### src/rtl/serial_pkg.sv
// Shared encodings for the serial link tx/rx FSMs.
// Commands, FSM states and default word width.
package serial_pkg;

  localparam int DATA_WIDTH_BASE_DEF = 5;

  typedef enum logic [1:0] {
    CMD_NOP   = 2'd0,
    CMD_START = 2'd1,
    CMD_RSVD  = 2'd2,
    CMD_ABORT = 2'd3
  } cmd_e;

  typedef enum logic [1:0] {
    IDLE     = 2'd0,
    WAIT_BIT = 2'd1,
    LATCH    = 2'd2,
    ERR      = 2'd3
  } state_e;

endpackage

### src/rtl/serial_sync.sv
// STAGES-deep synchroniser with registered rising edge.
// Ports: clk, rst (async low), d in; q sync level, rise pulse.
module serial_sync #(
  parameter int STAGES = 2
) (
  input  logic clk,
  input  logic rst,
  input  logic d,
  output logic q,
  output logic rise
);

  logic [STAGES-1:0] s;

  // rise is registered from the stage before q so it
  // lines up with the first cycle q reads high.
  always_ff @(posedge clk or negedge rst) begin
    if (!rst) begin
      s    <= '0;
      rise <= 1'b0;
    end else begin
      s    <= {s[STAGES-2:0], d};
      rise <= s[STAGES-2] & ~s[STAGES-1];
    end
  end

  assign q = s[STAGES-1];

endmodule

### src/rtl/rx_fsm.sv
// Serial receiver: shifts MSB-first bits on sck edges,
// commits on latch strobe. Ports: clk, rst, state_in,
// sck_rx/data_rx/latch_rx in; received_data, data_valid,
// busy, error, finish_fsm out (all registered).
module rx_fsm
  import serial_pkg::*;
#(
  parameter int DATA_WIDTH_BASE = DATA_WIDTH_BASE_DEF,
  parameter int SYNC_STAGES     = 2,
  parameter int TIMEOUT_CYCLES  = 64
) (
  input  logic                          clk,
  input  logic                          rst,
  input  logic [1:0]                    state_in,
  input  logic                          sck_rx,
  input  logic                          data_rx,
  input  logic                          latch_rx,
  output logic [2**DATA_WIDTH_BASE-1:0] received_data,
  output logic                          data_valid,
  output logic                          busy,
  output logic                          error,
  output logic                          finish_fsm
);

  localparam int W  = 2**DATA_WIDTH_BASE;
  localparam int CW = DATA_WIDTH_BASE + 1;
  localparam int TW = $clog2(TIMEOUT_CYCLES + 1);
  localparam logic [CW-1:0] LAST_BIT = CW'(W - 1);
  localparam logic [TW-1:0] TMO_MAX  = TW'(TIMEOUT_CYCLES);

  state_e        state;
  logic [W-1:0]  shift;
  logic [CW-1:0] bit_cnt;
  logic [TW-1:0] tmo;

  logic sck_s, sck_rise;
  logic data_s, data_rise;
  logic latch_s, latch_rise;
  logic unused_rise;

  assign unused_rise = data_rise ^ latch_rise ^ sck_s;

  serial_sync #(.STAGES(SYNC_STAGES)) u_sck (
    .clk  (clk),
    .rst  (rst),
    .d    (sck_rx),
    .q    (sck_s),
    .rise (sck_rise)
  );

  serial_sync #(.STAGES(SYNC_STAGES)) u_data (
    .clk  (clk),
    .rst  (rst),
    .d    (data_rx),
    .q    (data_s),
    .rise (data_rise)
  );

  serial_sync #(.STAGES(SYNC_STAGES)) u_latch (
    .clk  (clk),
    .rst  (rst),
    .d    (latch_rx),
    .q    (latch_s),
    .rise (latch_rise)
  );

  logic is_start, is_abort;
  assign is_start = (state_in == CMD_START);
  assign is_abort = (state_in == CMD_ABORT);

  always_ff @(posedge clk or negedge rst) begin
    if (!rst) begin
      state         <= IDLE;
      shift         <= '0;
      bit_cnt       <= '0;
      tmo           <= '0;
      received_data <= '0;
      data_valid    <= 1'b0;
      busy          <= 1'b0;
      error         <= 1'b0;
      finish_fsm    <= 1'b0;
    end else begin
      data_valid <= 1'b0;
      finish_fsm <= 1'b0;
      if (is_abort) begin
        state <= IDLE;
        busy  <= 1'b0;
      end else begin
        unique case (state)
          IDLE: begin
            if (is_start) begin
              state   <= WAIT_BIT;
              busy    <= 1'b1;
              bit_cnt <= '0;
              tmo     <= '0;
              error   <= 1'b0;
            end
          end
          WAIT_BIT: begin
            if (sck_rise) begin
              shift   <= {shift[W-2:0], data_s};
              bit_cnt <= bit_cnt + 1'b1;
              tmo     <= '0;
              if (bit_cnt == LAST_BIT) begin
                state <= LATCH;
              end
            end else if (bit_cnt != '0) begin
              // no timeout until the frame has begun
              if (tmo == TMO_MAX) begin
                state <= ERR;
              end else begin
                tmo <= tmo + 1'b1;
              end
            end
          end
          LATCH: begin
            // overrun edge beats a simultaneous latch
            if (sck_rise) begin
              state <= ERR;
            end else if (latch_s) begin
              received_data <= shift;
              data_valid    <= 1'b1;
              finish_fsm    <= 1'b1;
              state         <= IDLE;
              busy          <= 1'b0;
            end else if (tmo == TMO_MAX) begin
              state <= ERR;
            end else begin
              tmo <= tmo + 1'b1;
            end
          end
          ERR: begin
            error      <= 1'b1;
            finish_fsm <= 1'b1;
            state      <= IDLE;
            busy       <= 1'b0;
          end
          default: begin
            state <= IDLE;
            busy  <= 1'b0;
          end
        endcase
      end
    end
  end

endmodule

### config.mk
export PLATFORM = sky130hd
export DESIGN_NAME = rx_fsm
export DESIGN_NICKNAME = d
export VERILOG_FILES = /design/src/rtl/serial_pkg.sv /design/src/rtl/serial_sync.sv /design/src/rtl/rx_fsm.sv
export SDC_FILE = /design/constraint.sdc
export NUM_CORES = 1
export LEC_CHECK = 0
export CORE_ASPECT_RATIO = 0.6
export CORE_MARGIN = 1.5
export CORE_UTILIZATION = 56
export DETAILED_ROUTE_END_ITERATION = 10
export PLACE_DENSITY = 0.79
export SYNTH_ARGS = -nofsm -noshare
export SYNTH_HDL_FRONTEND = slang
export SYNTH_SLANG_ARGS = --single-unit
### constraint.sdc
create_clock -name clk -period 2.8 [get_ports clk]
set_clock_uncertainty 0.1 [all_clocks]
set_input_delay 0.56 -clock clk [delete_from_list [all_inputs] [get_ports clk]]
set_output_delay 0.56 -clock clk [all_outputs]
set_load 0.01 [all_outputs]
== After elaboration in Yosys (flattened, before gate mapping) ==
Index checks and enable logic that the tools add are counted.
Storage, ports and cells
  register bits: 90
  input bits: 7
  output and inout bits: 36
  word-level logic and storage cells: 81
Cells by class
  add/subtract/negate cells: 2
  equal/unequal tests: 17
  mux-type cells: 32
  bitwise logic cells: 4
  reduce and logical (&&, ||, !) cells: 13
Operators by type and width (count)
  7-bit 2-to-1 mux: 6
  7-bit case mux with 3 select lines: 1
  2-bit 2-to-1 mux: 8
  6-bit 2-to-1 mux: 2
  6-bit case mux with 2 select lines: 1
  4-bit AND reduction: 3
  1-bit 2-to-1 mux: 10
  3-bit AND reduction: 3
  2-bit case mux with 4 select lines: 1
  7-bit by 1-bit adder with 7-bit output (second input constant): 1
  7-bit equality test (second input constant): 1
  6-bit by 1-bit adder with 6-bit output (second input constant): 1
  2-bit equality test (second input constant): 3
  6-bit by 5-bit equality test with 1-bit output (second input constant): 1
  2-bit inequality test (second input constant): 3
  3-bit by 2-bit inequality test with 1-bit output (second input constant): 2
  3-bit inequality test (second input constant): 2
  6-bit AND reduction: 1
  6-bit nonzero test: 1
  2-bit by 1-bit equality test with 1-bit output (second input constant): 2
  4-bit by 3-bit inequality test with 1-bit output (second input constant): 1
  4-bit inequality test (second input constant): 1
  1-bit case mux with 2 select lines: 2
  2-bit nonzero test: 2
  other kinds (7): 9

== Logic depth before layout (Yosys ltp) ==
  depth in word-level cells: 6
  gate-level depth with buffers: 8
  depth with buffers taken out: 6

== Cells and area by module ==
Synthesis repeated with hierarchy kept, for this count alone.
Unflattened totals
  cell total of the unflattened synthesis: 290
  area total of the unflattened synthesis: 3990.1 um2
Modules (own cells, without submodules)
  rx_fsm: instances 1, cells an instance 278, area each 3723.6 um2, sequential area each 2077.0 um2
  serial_sync: instances 3, cells an instance 4, area each 88.8 um2, sequential area each 75.1 um2

== Worst setup path before layout ==
OpenSTA, ideal clock, no wires.
  kind: reg2reg
  start: register state[0]
  end: register bit_cnt[5]
  setup time: 0.125 ns
  arrival time: 1.769 ns
  required time: 2.575 ns
  setup slack: 0.807 ns
  stages on the path, launching flop included: 9
  buffers on the path: 2
  clock period less this slack: 1.993 ns
  path through: dfrtp_1 -> inv_1 -> ha_1 -> buf_2 -> and4bb_2 -> clkbuf_2 -> a31o_2 -> nand3_1 -> mux2_2
Between the ends
  longest elaborated chain between the ends: 3
  elaborated cells on any way between the ends: 7
  those cells by class: eq/ne: 3; mux: 1; reduce/logical: 3
RTL lines
  from (decl): line rx_fsm.sv:31  | state_e state;
  from (signal assigned): line rx_fsm.sv:73  | state <= IDLE;
  from (signal assigned): line rx_fsm.sv:86  | state <= IDLE;
  from (signal assigned): line rx_fsm.sv:92  | state <= WAIT_BIT;
  2-bit by 1-bit equality test with 1-bit output / 2-bit zero test (equally long branches): line rx_fsm.sv:89  | unique case (state)
  2-bit by 1-bit inequality test with 1-bit output (no line) (tied with other cells)
  4-bit AND reduction (no line)
  to (signal assigned): line rx_fsm.sv:102  | bit_cnt <= bit_cnt + 1'b1;
  to (decl): line rx_fsm.sv:33  | logic [CW-1:0] bit_cnt;
Several ways; a longest one is shown, not always the timed one.
A chain may end at the register's enable or synchronous reset.

== Worst setup path after layout ==
  start: input state_in[0]
  end: register tmo[0]
Between the ends
  longest elaborated chain between the ends: 3
  elaborated cells on any way between the ends: 5
  those cells by class: eq/ne: 3; bitwise: 1; reduce/logical: 1
RTL lines
  from (decl): line rx_fsm.sv:14  | input logic [1:0] state_in,
  2-bit by 1-bit equality test with 1-bit output / 2-bit equality test (equally long branches): line rx_fsm.sv:68, rx_fsm.sv:69
  2-bit inequality test (no line) / 1-bit NOT (equally long branches)
  6-bit AND reduction (no line) *
  to (signal assigned): line rx_fsm.sv:112  | tmo <= tmo + 1'b1;
  to (signal assigned): line rx_fsm.sv:129  | tmo <= tmo + 1'b1;
  to (decl): line rx_fsm.sv:34  | logic [TW-1:0] tmo;
Every way passes the cells marked *; elsewhere a longest branch is shown, timed or not.

==> summary.md <==
| Metric | Value |
|---|---|
| Ant. Diodes | 0 |
| Max Transition Viols Final | 0 |
| Die width | 110 microns |
| Register area share after synthesis | 0.585 |
| CTS tree | yes |
| I/O pin count | 43 |
| Max Buffers Root-to-Sink | 2 |
| Int Power | 0.00254 W |
| Critical path required time | 2.93 ns |
| Largest net degree at the start of global routing | 81 |
| Row count | 23 |
| Clock root cell | clkbuf_16 |
| Nets | 337 |
| Synth Flop Type | dfrtp_1 |
| CTS buffer count | 9 |
| Routed Antenna Nets | 0 |
| Flop pwr share | 0.422 |
| Asr flop ratio synth | 1.00 |
| Core Box Area | 6650 sq um |
| H-Tree Depth | 3 |
| Hold/Removal Path Class | register to register |
| Number of global-route vias before repair | 2342 |
| Top post-synthesis cells by area | dfrtp_1, mux2_2, ha_1, o21ai_0, a22o_1 |
| Routability cong. | 0.910 |
| Crit end category | register |
| Power Total | 0.00354 W |
| DRC | 0 |
| Top-area cell type share of the netlist area | 0.585 |
| Post-route insts no fill | 414 |
| # fillers | 457 |
| Static Leak | 2.21 nW |
| Critical path arrival | 2.47 ns |
| Final worst-path cycle share | 0.835 |
| Synth warn | 0 |
| Slew headroom | 0.699 |
| Drt first pass iters | 4 |
| Max-Cap Viols | 0 |
| Worst-margin pin slew | 0.451 ns |
| Syn Inst Count | 277 |
| DR WL/cell | 17.3 microns |
| Unrepaired setup endpoints after global routing | false |
| Clock sink total | 90 |
| Total grt overflow | 0 |
| Vias per cell | 5.83 |
| Worst vdd ir | 0.000505 V |
| Most common cell after layout, fill and taps aside | dfrtp_1 |
| Worst Setup Slack, final | 0.461 ns |
| Synthesized flop and latch total | 90 |
| Initial Util | 0.579 |
| Initial antenna violation count | 0 |
| Post-synth EDFFs | 0 |
| Status | finished, final reports clean |
| Post-Place Setup Slack | 0.187 ns |
| Syn Area/Cell | 13.9 sq um |
| DIE AREA | 7400 sq um |
| GRT Util Overall | 0.219 |
| Achievable Freq | 427 MHz |
| Hold_buf cts | 1 |
| Drt total wl | 7170 microns |
| Sw Share | 0.283 |
| Most frequent cells in the layout | dfrtp_1, mux2_2, clkdlybuf4s50_1, o21ai_0 |
| Kind of critical path | input pin to register |
| Syn Nets | 292 |
| Leading area contributor after synthesis | dfrtp_1 |
| Clk slew on worst S/H paths | 0.06 ns |
| Critical path launch point type | input pin |
| Final setup fails | 0 |
| Port buffer count | 42 |
| Setup TNS | 0 ns |
| Pwr/cell area | 754 nW/um^2 |
| Crit path time final | 2.34 ns |
| Net Switching | 0.00100 W |
| Setup repair bufs after CTS | 0 |
| Global-route wire length before repair | 11900 microns |
| Inst Count DP | 397 |
| Synth cell types | 48 |
| Final hold violations | 0 |
| Part of the power in combinational logic | 0.227 |
| Vias | 2414 |
| Area delta synth->final | 22.0% |
| Layout cells sized above 1 | 0.291 |
| Worst-Skew Late Latency | 0.34 ns |
| DRT iter0 DRCs | 153 |
| Post-CTS Resized | 0 |
| Clock network power share | 0.351 |
| Die H | 67.2 microns |
| Crit-path max FO | 9 |
| HPWL after DPL | 4640 microns |
| Synth Cell Area | 3850 sq um |
flip-flops by register name, indices dropped and copies added, names as in the netlist, 2 cells and up:
name / cells
bit_cnt: 6
u_data.s: 2
shift: 32
received_data: 32
tmo: 7
u_sck.s: 2
state: 2
u_latch.s: 2
per-stage QoR:
stage / hold WS [ns] / utilization / instance area [sq um]
2_1_floorplan: 0.164 / - / 3850
3_3_place_gp: 0.234 / 0.658 / 4370
3_5_place_dp: 0.239 / 0.658 / 4370
4_1_cts: 0.253 / 0.707 / 4700
5_1_grt: 0.268 / 0.707 / 4700
6_report: 0.251 / 0.707 / 4700
worst max-delay path, stage by stage:
cell and delay [ns]:
clkdlybuf4s50_1 0.75, mux2i_4 0.41, and3b_1 0.32, o211ai_1 0.15, mux2_2 0.28
per-layer routing:
layer,up-vias,track usage,share of wire
met2,63,0.314,0.44
li1,1112,-,-
met3,9,0.0849,0.063
met4,0,0.0536,0.011
met1,1230,0.315,0.49
met5,-,0,0
final timing paths:
| path | depth (start not counted) | slack [ns] | to | start |
|---|---|---|---|---|
| max | 5 | 0.46 | tmo[0]$_DFFE_PN0P_ | state_in[0] |
| min | 0 | 0.25 | u_data.s[1]$_DFF_PN0_ | u_data.s[0]$_DFF_PN0_ |
| min reg2reg | 0 | 0.25 | u_data.s[1]$_DFF_PN0_ | u_data.s[0]$_DFF_PN0_ |
| max in group asynchronous | 3 | 1.47 | shift[12]$_DFFE_PN0P_ | rst |
| max reg2reg | 6 | 0.52 | state[0]$_DFFE_PN0P_ | state[1]$_DFFE_PN0P_ |
| min in group asynchronous | 2 | 0.49 | received_data[5]$_DFFE_PN0P_ | rst |
synthesized netlist by cell type, drive strengths merged, types with 5 or more instances:
| cell | n |
|---|---|
| dfrtp | 90 |
| mux2 | 66 |
| buf | 11 |
| o21ai | 11 |
| inv | 9 |
| ha | 8 |
| a21oi | 7 |
| a22o | 6 |
| nor2 | 6 |
| nor2b | 6 |
| nand3 | 5 |
| o211ai | 5 |
power by group through the flow:
| stage | logic (W) | registers [W] | clock network [W] |
|---|---|---|---|
| finish | 0.000803 | 0.00149 | 0.00124 |
| floorplan | 0.000539 | 0.00151 | 0 |
| global route | 0.000881 | 0.00151 | 0.00132 |
| global placement | 0.000765 | 0.00151 | 0 |
| CTS | 0.000798 | 0.00149 | 0.00127 |
| detailed placement | 0.000787 | 0.00152 | 0 |
area by class of cell:
cell class	instances	area [sq um]	area share
tap	87	109	0.0232
sequential	90	2250	0.479
multi-input combinational	165	1490	0.318
clock inverter	4	48.8	0.0104
inverter	9	33.8	0.00719
timing repair buffer	47	495	0.105
clock buffer	12	267	0.0567
cell families after synthesis:
kind of cell    Yosys count  share of synthesized area
mux                      67                      0.199
simple gates             44                     0.0741
buf+inv                  22                     0.0276
flops                    90                      0.585
compound gates           46                     0.0884
fa+ha+maj                 8                     0.0260
Power figures use the tool's default switching activity.
